<file path="config.mk">
export PLATFORM = sky130hd
export DESIGN_NAME = instr_fetch_unit_flat
export DESIGN_NICKNAME = d
export VERILOG_FILES = /design/src/rtl/instr_fetch_unit_if.sv /design/src/rtl/instr_fetch_unit.sv /design/src/flat_wrapper.sv
export SDC_FILE = /design/constraint.sdc
export NUM_CORES = 1
export LEC_CHECK = 0
export CAP_MARGIN = 20
export CORE_MARGIN = 2
export CORE_UTILIZATION = 57
export CTS_BUF_LIST = sky130_fd_sc_hd__clkbuf_2 sky130_fd_sc_hd__clkbuf_4 sky130_fd_sc_hd__clkbuf_8
export CTS_CLUSTER_DIAMETER = 200
export DETAILED_ROUTE_END_ITERATION = 10
export PLACE_DENSITY = 0.94
export RECOVER_POWER = 50
export SLEW_MARGIN = 40
export SYNTH_ARGS = -nofsm -noshare
export SYNTH_HDL_FRONTEND = slang
export SYNTH_SLANG_ARGS = --single-unit
</file>
<file path="constraint.sdc">
create_clock -name clk -period 3 [get_ports clk]
set_input_delay 0.3 -clock clk [delete_from_list [all_inputs] [get_ports clk]]
set_output_delay 0.3 -clock clk [all_outputs]
set_load 0.02 [all_outputs]
</file>
<file path="src/rtl/instr_fetch_unit_if.sv">
// Bundle of memory, redirect and instruction-delivery signals for the fetch stage.
// master = fetch unit side, slave = memory / controller side.
`timescale 1ns/1ps
interface instr_fetch_unit_if;
    logic [31:0] mem_read_address;
    logic [2:0]  mem_funct3;
    logic [31:0] mem_read_data;
    logic        redirect_valid;
    logic [31:0] redirect_pc;
    logic        instr_valid;
    logic [31:0] instr_data;
    logic [31:0] instr_pc;
    logic        instr_ready;
    logic        halted;

    modport master (
        output mem_read_address,
        output mem_funct3,
        input  mem_read_data,
        input  redirect_valid,
        input  redirect_pc,
        output instr_valid,
        output instr_data,
        output instr_pc,
        input  instr_ready,
        output halted
    );

    modport slave (
        input  mem_read_address,
        input  mem_funct3,
        output mem_read_data,
        output redirect_valid,
        output redirect_pc,
        input  instr_valid,
        input  instr_data,
        input  instr_pc,
        output instr_ready,
        input  halted
    );
endinterface

</file>
<file path="src/rtl/instr_fetch_unit.sv">
// Instruction fetch stage: owns the PC, issues word reads, buffers returned words
// in a prefetch FIFO and hands {word, pc} to the controller over valid/ready.
`timescale 1ns/1ps
module instr_fetch_unit #(
    parameter logic [31:0] RESET_PC   = 32'h0,
    parameter int          FIFO_DEPTH = 4
) (
    input  logic                   clk,
    input  logic                   reset,
    instr_fetch_unit_if.master     bus
);
    localparam int            AW      = $clog2(FIFO_DEPTH);
    localparam int            CW      = AW + 1;
    localparam logic [CW:0]   DEPTH_C = (CW+1)'(FIFO_DEPTH);

    typedef enum logic {
        RUN  = 1'b0,
        HALT = 1'b1
    } state_t;

    state_t          state_reg;
    logic            halted_reg;
    logic            pending_reg;
    logic [31:0]     fetch_pc_reg;
    logic [31:0]     pc_inflight_reg;
    logic [AW-1:0]   wr_ptr_reg;
    logic [AW-1:0]   rd_ptr_reg;
    logic [CW-1:0]   count_reg;

    logic [31:0]     data_mem_reg [FIFO_DEPTH];
    logic [31:0]     pc_mem_reg   [FIFO_DEPTH];

    logic [CW:0]     occupancy;
    logic            issue;
    logic            word_live;
    logic            push;
    logic            stop_word;
    logic            head_valid;
    logic            pop;
    logic [31:0]     redirect_target;

    // The in-flight word holds a reserved slot, so a push can never overflow.
    assign occupancy  = {1'b0, count_reg} + {{CW{1'b0}}, pending_reg};
    assign issue      = (state_reg == RUN) && !bus.redirect_valid && (occupancy < DEPTH_C);

    // Words returning after a halt (issued in the stop-word cycle) are dropped.
    assign word_live  = pending_reg && (state_reg == RUN) && !bus.redirect_valid;
    assign push       = word_live && (bus.mem_read_data != 32'h0);
    assign stop_word  = word_live && (bus.mem_read_data == 32'h0);

    assign head_valid = (count_reg != '0);
    assign pop        = head_valid && bus.instr_ready;

    assign redirect_target = bus.redirect_pc & 32'hFFFF_FFFC;

    always_ff @(posedge clk or posedge reset) begin
        if (reset) begin
            state_reg       <= RUN;
            halted_reg      <= 1'b0;
            pending_reg     <= 1'b0;
            fetch_pc_reg    <= RESET_PC;
            pc_inflight_reg <= 32'h0;
            wr_ptr_reg      <= '0;
            rd_ptr_reg      <= '0;
            count_reg       <= '0;
        end else if (bus.redirect_valid) begin
            state_reg       <= RUN;
            halted_reg      <= 1'b0;
            pending_reg     <= 1'b0;
            fetch_pc_reg    <= redirect_target;
            wr_ptr_reg      <= '0;
            rd_ptr_reg      <= '0;
            count_reg       <= '0;
        end else begin
            pending_reg <= issue;
            if (issue) begin
                pc_inflight_reg <= fetch_pc_reg;
                fetch_pc_reg    <= fetch_pc_reg + 32'd4;
            end

            if (push) begin
                wr_ptr_reg <= wr_ptr_reg + AW'(1);
            end
            if (pop) begin
                rd_ptr_reg <= rd_ptr_reg + AW'(1);
            end

            case ({push, pop})
                2'b10:   count_reg <= count_reg + CW'(1);
                2'b01:   count_reg <= count_reg - CW'(1);
                default: count_reg <= count_reg;
            endcase

            case (state_reg)
                RUN: begin
                    if (stop_word) begin
                        state_reg  <= HALT;
                        halted_reg <= 1'b1;
                    end
                end
                HALT: begin
                    state_reg <= HALT;
                end
                default: state_reg <= RUN;
            endcase
        end
    end

    // Storage needs no reset: entries are only observed while count is nonzero.
    always_ff @(posedge clk) begin
        if (push) begin
            data_mem_reg[wr_ptr_reg] <= bus.mem_read_data;
            pc_mem_reg[wr_ptr_reg]   <= pc_inflight_reg;
        end
    end

    assign bus.mem_read_address = fetch_pc_reg;
    assign bus.mem_funct3       = 3'b010;
    assign bus.halted           = halted_reg;
    assign bus.instr_valid      = head_valid;
    assign bus.instr_data       = head_valid ? data_mem_reg[rd_ptr_reg] : 32'h0;
    assign bus.instr_pc         = head_valid ? pc_mem_reg[rd_ptr_reg]   : 32'h0;

endmodule

</file>
<file path="src/flat_wrapper.sv">
// flat-port wrapper written by rule: the top's interface ports become plain ports
module instr_fetch_unit_flat 
#(
    parameter logic [31:0] RESET_PC   = 32'h0,
    parameter int          FIFO_DEPTH = 4
)
  (clk, reset, bus_mem_read_address, bus_mem_funct3, bus_mem_read_data, bus_redirect_valid, bus_redirect_pc, bus_instr_valid, bus_instr_data, bus_instr_pc, bus_instr_ready, bus_halted);
  instr_fetch_unit_if bus_i ();
  input  logic clk;
  input  logic reset;
  output wire logic [$bits(bus_i.mem_read_address)-1:0] bus_mem_read_address;
  output wire logic [$bits(bus_i.mem_funct3)-1:0] bus_mem_funct3;
  input wire logic [$bits(bus_i.mem_read_data)-1:0] bus_mem_read_data;
  input wire logic [$bits(bus_i.redirect_valid)-1:0] bus_redirect_valid;
  input wire logic [$bits(bus_i.redirect_pc)-1:0] bus_redirect_pc;
  output wire logic [$bits(bus_i.instr_valid)-1:0] bus_instr_valid;
  output wire logic [$bits(bus_i.instr_data)-1:0] bus_instr_data;
  output wire logic [$bits(bus_i.instr_pc)-1:0] bus_instr_pc;
  input wire logic [$bits(bus_i.instr_ready)-1:0] bus_instr_ready;
  output wire logic [$bits(bus_i.halted)-1:0] bus_halted;
  assign bus_mem_read_address = bus_i.mem_read_address;
  assign bus_mem_funct3 = bus_i.mem_funct3;
  assign bus_i.mem_read_data = bus_mem_read_data;
  assign bus_i.redirect_valid = bus_redirect_valid;
  assign bus_i.redirect_pc = bus_redirect_pc;
  assign bus_instr_valid = bus_i.instr_valid;
  assign bus_instr_data = bus_i.instr_data;
  assign bus_instr_pc = bus_i.instr_pc;
  assign bus_i.instr_ready = bus_instr_ready;
  assign bus_halted = bus_i.halted;
  instr_fetch_unit #(.RESET_PC(RESET_PC), .FIFO_DEPTH(FIFO_DEPTH)) u_core (.clk(clk), .reset(reset), .bus(bus_i));
endmodule
</file>
==> impl_metrics.json, run 1 <==
{
  "reg2regPathDepth": 5,
  "cp.arrival_ns": 2.61,
  "worst-r2r-setup-slack_ns": 0.27,
  "cts_tree": "done",
  "cts_buffers": 49,
  "viasPerCell": 5.94,
  "switching_share_pct": 29.6,
  "cts_sinks": 318,
  "dp_slack_ns": -0.0885,
  "synth.distinct_cells": 53,
  "h-tree-depth": 2,
  "max_stage_delay_ns": 0.58,
  "yosysSeqAreaShare_pct": 71.1,
  "post-route-drc-count": 0,
  "reg2reg_from": "u_core.count_reg[1]$_DFFE_PP0P_",
  "maxSlewHeadroom_pct": -2.12,
  "ir_drop_uv": 484,
  "mostFrequentLayoutCells": "248 x edfxtp_1, 123 x nand2_1, 120 x clkdlybuf4s50_1",
  "fillerInstances": 1341,
  "setup.worst_path.end_class": "output port",
  "seqPwrFrac_pct": 44.1,
  "design.die.area_mm2": 0.0239,
  "dp_cells": 1231,
  "ys.flop_type": "edfxtp_1",
  "dp_hpwl_mm": 17.5,
  "hold_viol": 0,
  "status": "finished with violations",
  "period_needed_ns": 2.91,
  "start_kind": "register",
  "ant_nets": 0,
  "cts.clk_slew.worst_paths_ns": 0.06,
  "drt_first_pass_iters": 6,
  "fin_worst_skew_ns": 0.0462,
  "criticalPathCategory": "reg2out",
  "grtUsageTotal_pct": 24.1,
  "layout-drive-gt1-share_pct": 17.6,
  "maxCapViolations": 1,
  "fmax_ghz": 0.344,
  "grt_max_degree": 63,
  "syn_area_mm2": 0.0129,
  "num_antenna_cells": 0,
  "largest_reg_flops": 128,
  "grt_pass1_vias": 8107,
  "wl_per_cell_um": 21.1,
  "portBuffers": 159,
  "syn2layout_area_growth_pct": 24.0,
  "path_max_fanout": 8,
  "drv_slew": 36,
  "insertion_delay_ns": 0.58,
  "rsz0062_at_grt": "false",
  "routed_wl_mm": 27.9,
  "start_util_pct": 57.7,
  "layout.cells.non_filler": 1323,
  "power.leakage_nw": 5.67,
  "synth_seq_cells": 318,
  "die_w_um": 155,
  "vias": 7862,
  "rows": 55,
  "grt_pass1_wl_mm": 44.4,
  "boundaryPins": 169,
  "synth_edf_count": 248,
  "pwr-share-clk_pct": 28.5,
  "dr.first_iter.drc_count": 632,
  "gp_congestion": 0.820,
  "crit_path_cell_trace": "buf_4 -> mux4_2 -> and2_1 -> clkdlybuf4s50_1",
  "p_comb_share_pct": 27.4,
  "setup_viol": 0,
  "clock_path_buffers": 3,
  "fin_nets": 1073,
  "worstSetupStartpoint": "u_core.rd_ptr_reg[0]$_DFFE_PP0P_",
  "hold_class": "in2reg",
  "ys_async_sr_fraction_pct": 22.0,
  "root_buffer": "clkbuf_8",
  "violations": "capacitance limit, slew limit",
  "finalPower_mw": 13.1,
  "r2r-end": "u_core.bus.mem_read_address[7]$_DFFE_PP0N_",
  "power_density_mw_per_mm2": 814,
  "hp-start": "bus_redirect_pc[2]",
  "antenna_found_initial": 0,
  "globalRouteOverflowTotal": 0,
  "final_common_cell": "edfxtp_1",
  "endpoint": "bus_instr_pc[27]",
  "synthCells": 800,
  "fp.coreArea_mm2": 0.0224,
  "p_sw_mw": 3.86,
  "crit_slowest_cell": "clkdlybuf4s50_1",
  "syn_area_per_cell_um2": 16.2,
  "intPower_mw": 9.19,
  "ys_warn_count": 0,
  "die_h_um": 155,
  "fin_crit_sh_pct": 97.0,
  "tightestPinTransition_ns": 1.53,
  "final.setup.worst_slack_ns": 0.0900,
  "critical_path_required_ns": 2.70
}
[area by class of cell]
class,count,area [um2],share of cell area (%)
inverter,13,48.8,0.304
clock buffer,72,872,5.44
clock inverter,18,156,0.975
multi-input combinational,429,3500,21.8
tap,285,357,2.22
sequential,318,9210,57.4
timing repair buffer,188,1910,11.9
[Yosys cell counts (10+ instances only)]
cell	number	area, um2
mux4_2	62	1400
and2_1	67	419
o21ai_0	18	90.1
o211ai_1	11	82.6
clkbuf_1	23	86.3
nor4_1	10	62.6
nand2_1	123	462
inv_1	11	41.3
edfxtp_1	248	7450
dfrtp_1	70	1750
buf_2	13	65.1
nor2_1	19	71.3
nand3_1	20	100
[routing by layer]
layer  vias up  track usage (%)  wire, um
met1      3970             31.2     10700
met4         0             7.72       767
met5         -                0         0
met3        68             5.91      2310
met2       363             40.8     14100
li1       3461                -         -
[power by group through the flow]
| stage | clock network, mW | logic [mW] | registers [mW] |
|---|---|---|---|
| 5_1_grt | 3.97 | 3.85 | 5.81 |
| 3_5_place_dp | 0 | 3.58 | 5.86 |
| 4_1_cts | 3.77 | 3.65 | 5.75 |
| 6_report | 3.72 | 3.58 | 5.76 |
| 3_3_place_gp | 0 | 3.52 | 5.80 |
| 2_1_floorplan | 0 | 2.06 | 5.75 |
[metrics by stage]
step                      area, um2  TNS [ns]  hold WS, ns  utilization, %
after floorplan               13000         0        0.399               -
after global placement        15000         0        0.490            67.0
after detailed placement      15000   -0.0885        0.499            67.0
after CTS                     16100         0        0.156            71.7
after global routing          16000         0        0.332            71.5
final                         16000         0        0.320            71.5
[cells by family (layout without fill, tap and decap cells)]
kind of cell             count (synthesis)  after routing  synth area share, %
AO/OA/AOI/OAI                           72             72                 4.02
XOR/XNOR                                 5              5                0.339
adder cells (fa/ha/maj)                  6              6                0.638
buffers and inverters                   58            291                 2.05
flip-flops                             318            318                 71.1
multiplexers                            69             69                 11.4
other                                    2              7               0.0580
AND/OR/NAND/NOR                        270            270                 10.4
[worst min-delay path by stage]
stage,to,cells after the start
floorplan,u_core.data_mem_reg[0][0]$_DFFE_PP_,0
global placement,u_core.pc_mem_reg[0][17]$_DFFE_PP_,0
detailed placement,u_core.bus.halted$_DFFE_PP0P_,2
CTS,u_core.bus.mem_read_address[14]$_DFFE_PP0N_,2
global route,u_core.bus.mem_read_address[20]$_DFFE_PP0N_,3
finish,u_core.bus.mem_read_address[2]$_DFFE_PP0N_,3
[worst max-delay path, delay by kind of cell, from the launching register on]
family | cells | cell delay, ns
and+or+nand+nor | 1 | 0.17
muxes | 1 | 0.52
buffers and inverters | 2 | 0.83
DFF | 1 | 0.54
[timing repair]
action,4_1_cts,5_1_grt
hold endpoints to repair,0,0
setup buffers,2,0
gates resized for setup,0,2
hold buffers,0,0
gates cloned,0,0
endpoints found under the setup margin,52,2
Power figures use the tool's default switching activity.
==> run 2, diff against run 1 <==
SETUP_SLACK_MARGIN = 0.5   (was not set)
==> run 2 against run 1 <==
Effect of this change: the flow still finishes with violations (capacitance limit, slew limit); global-route usage up 2.8 points; clock skew shrank 0.0077 ns; largest cell class unchanged; final cell count up 2.0%; largest power group unchanged; combinational power is 30% higher; sequential share of layout area is 2.2 points lower; highest routed layer unchanged; clock power up 7.3%; sequential power is essentially flat; routed wire length up 14%.
==> impl_metrics.json, run 2 (synthesis results as in run 1) <==
{
  "status": "finished with violations",
  "violations": "capacitance limit, slew limit",
  "finalPower_mw": 14.4,
  "root_buffer": "clkbuf_8",
  "die_w_um": 155,
  "largest_reg_flops": 128,
  "use_met2_pct": 46.4,
  "drt_first_pass_iters": 5,
  "routed_wl_mm": 31.9,
  "ir_drop_uv": 583,
  "gp_congestion": 0.866,
  "grt_pass1_wl_mm": 48.5,
  "dr.first_iter.drc_count": 850,
  "maxSlewHeadroom_pct": -7.57,
  "vias": 8252,
  "die_h_um": 155,
  "drv_slew": 37,
  "critical_path_required_ns": 3.44,
  "place_area_mm2": 0.0149,
  "hold_viol": 0,
  "gr-usage-met1_pct": 32.8,
  "start_kind": "input port",
  "dp_slack_ns": -0.232,
  "hold_class": "in2reg",
  "power_density_mw_per_mm2": 863,
  "grt_pass1_vias": 8611,
  "wl_per_cell_um": 23.6,
  "max_stage_delay_ns": 0.70,
  "tightestPinTransition_ns": 1.60,
  "crit_path_cell_trace": "dlygate4sd3_1 -> or2_1 -> a311o_2 -> clkbuf_2 -> nand2_1 -> o21ai_0 -> a221o_1",
  "rows": 55,
  "fin_worst_skew_ns": 0.0385,
  "layout-drive-gt1-share_pct": 30.6,
  "cp.arrival_ns": 3.18,
  "hold_path_depth": 1,
  "design_area_mm2": 0.0167,
  "tns_ns": 0,
  "mostFrequentLayoutCells": "248 x edfxtp_1, 123 x nand2_1, 68 x dfrtp_1",
  "path_buf_inv": 2,
  "r2r-end": "u_core.bus.mem_read_address[4]$_DFFE_PP0N_",
  "endpoint": "u_core.bus.mem_read_address[4]$_DFFE_PP0N_",
  "power.leakage_nw": 6.13,
  "worst-r2r-setup-slack_ns": 0.41,
  "fp.coreArea_mm2": 0.0224,
  "num_antenna_cells": 0,
  "viasPerCell": 6.11,
  "reg2reg_from": "u_core.state_reg$_DFF_PP0_",
  "crit_slowest_cell": "dlygate4sd3_1",
  "grt-busiest-layer": "met2",
  "worstSetupStartpoint": "bus_redirect_valid",
  "post-route-drc-count": 0,
  "setup_viol": 0,
  "fmax_ghz": 0.364,
  "cts_buffers": 49,
  "cts_tree": "done",
  "fin_nets": 1100,
  "layout.cells.non_filler": 1350,
  "grt_max_degree": 56,
  "dp_cells": 1227,
  "final.setup.worst_slack_ns": 0.252,
  "syn2layout_area_growth_pct": 28.8,
  "maxCapViolations": 1,
  "grtUsageTotal_pct": 27.0,
  "clock_path_buffers": 3,
  "grtUsageMet3_pct": 6.05,
  "boundaryPins": 169,
  "insertion_delay_ns": 0.57,
  "h-tree-depth": 2,
  "reg2regPathDepth": 6,
  "cts.clk_slew.worst_paths_ns": 0.07,
  "period_needed_ns": 2.75,
  "critical_path.top_delay_family": "buffers and inverters",
  "fin_crit_sh_pct": 91.6,
  "ant_nets": 0,
  "rsz0062_at_grt": "true",
  "cts_sinks": 318,
  "cp.depth": 7,
  "design.die.area_mm2": 0.0239,
  "antenna_found_initial": 0,
  "criticalPathCategory": "in2reg",
  "path_max_fanout": 55,
  "dp_hpwl_mm": 17.6,
  "final_common_cell": "edfxtp_1",
  "globalRouteOverflowTotal": 0,
  "portBuffers": 159,
  "start_util_pct": 57.7,
  "setup.worst_path.end_class": "register"
}
run 2: cell count changes in the layout (fill, tap and decap cells not counted), moves of 4 or more:
cell             before  now
buf_4                15   26
clkbuf_4             19    6
dlygate4sd3_1        38   34
buf_16                0   10
clkinv_2              4   13
clkdlybuf4s50_1     120   61
clkbuf_2              1   13
and2_1               63   19
bufinv_16             3    7
and2_4                0   44
buf_6                 0   50
buf_2                 0   10
run 2: worst min path at each step:
| stage | to | start | slack [ns] |
|---|---|---|---|
| 2_1_floorplan | u_core.data_mem_reg[0][0]$_DFFE_PP_ | bus_mem_read_data[0] | 0.40 |
| 3_3_place_gp | u_core.pc_mem_reg[1][12]$_DFFE_PP_ | u_core.pc_inflight_reg[12]$_DFFE_PP0P_ | 0.49 |
| 3_5_place_dp | u_core.pc_mem_reg[3][18]$_DFFE_PP_ | u_core.pc_inflight_reg[18]$_DFFE_PP0P_ | 0.50 |
| 4_1_cts | u_core.count_reg[1]$_DFFE_PP0P_ | reset | 0.21 |
| 5_1_grt | u_core.data_mem_reg[1][27]$_DFFE_PP_ | bus_mem_read_data[27] | 0.05 |
| 6_report | u_core.data_mem_reg[3][27]$_DFFE_PP_ | bus_mem_read_data[27] | 0.07 |
run 2: stage by stage:
stage	hold slack (ns)	util [%]
floorplan	0.399	-
global placement	0.489	66.6
global route	0.0496	74.3
detailed placement	0.503	66.6
finish	0.0681	74.3
CTS	0.213	72.6
run 2: where the power goes:
group | internal (mW) | switching (mW) | leakage (nW)
Sequential | 5.33 | 0.428 | 3.12
Combinational | 2.40 | 2.25 | 2.43
Clock | 2.32 | 1.66 | 0.579
run 2: final cells by class:
cell class	instances	area, um2
Multi-Input combinational cell	429	3640
Fill cell	1265	5770
Sequential cell	318	9200
Clock buffer	59	774
Tap cell	285	357
Timing Repair Buffer	215	2310
Clock inverter	31	322
Inverter	13	50.0
run 2: metal layers:
layer | vias to the layer above | routed length (um)
li1 | 3520 | -
met1 | 4157 | 11800
met2 | 480 | 16300
met3 | 95 | 2430
met4 | 0 | 1380
met5 | - | 0
run 2: timing repair:
action,in CTS,in global routing
setup endpoints to repair,64,63
pin swaps,0,5
setup buffers,8,14
gates resized for setup,198,211
hold buffers,0,0
gates cloned,9,2
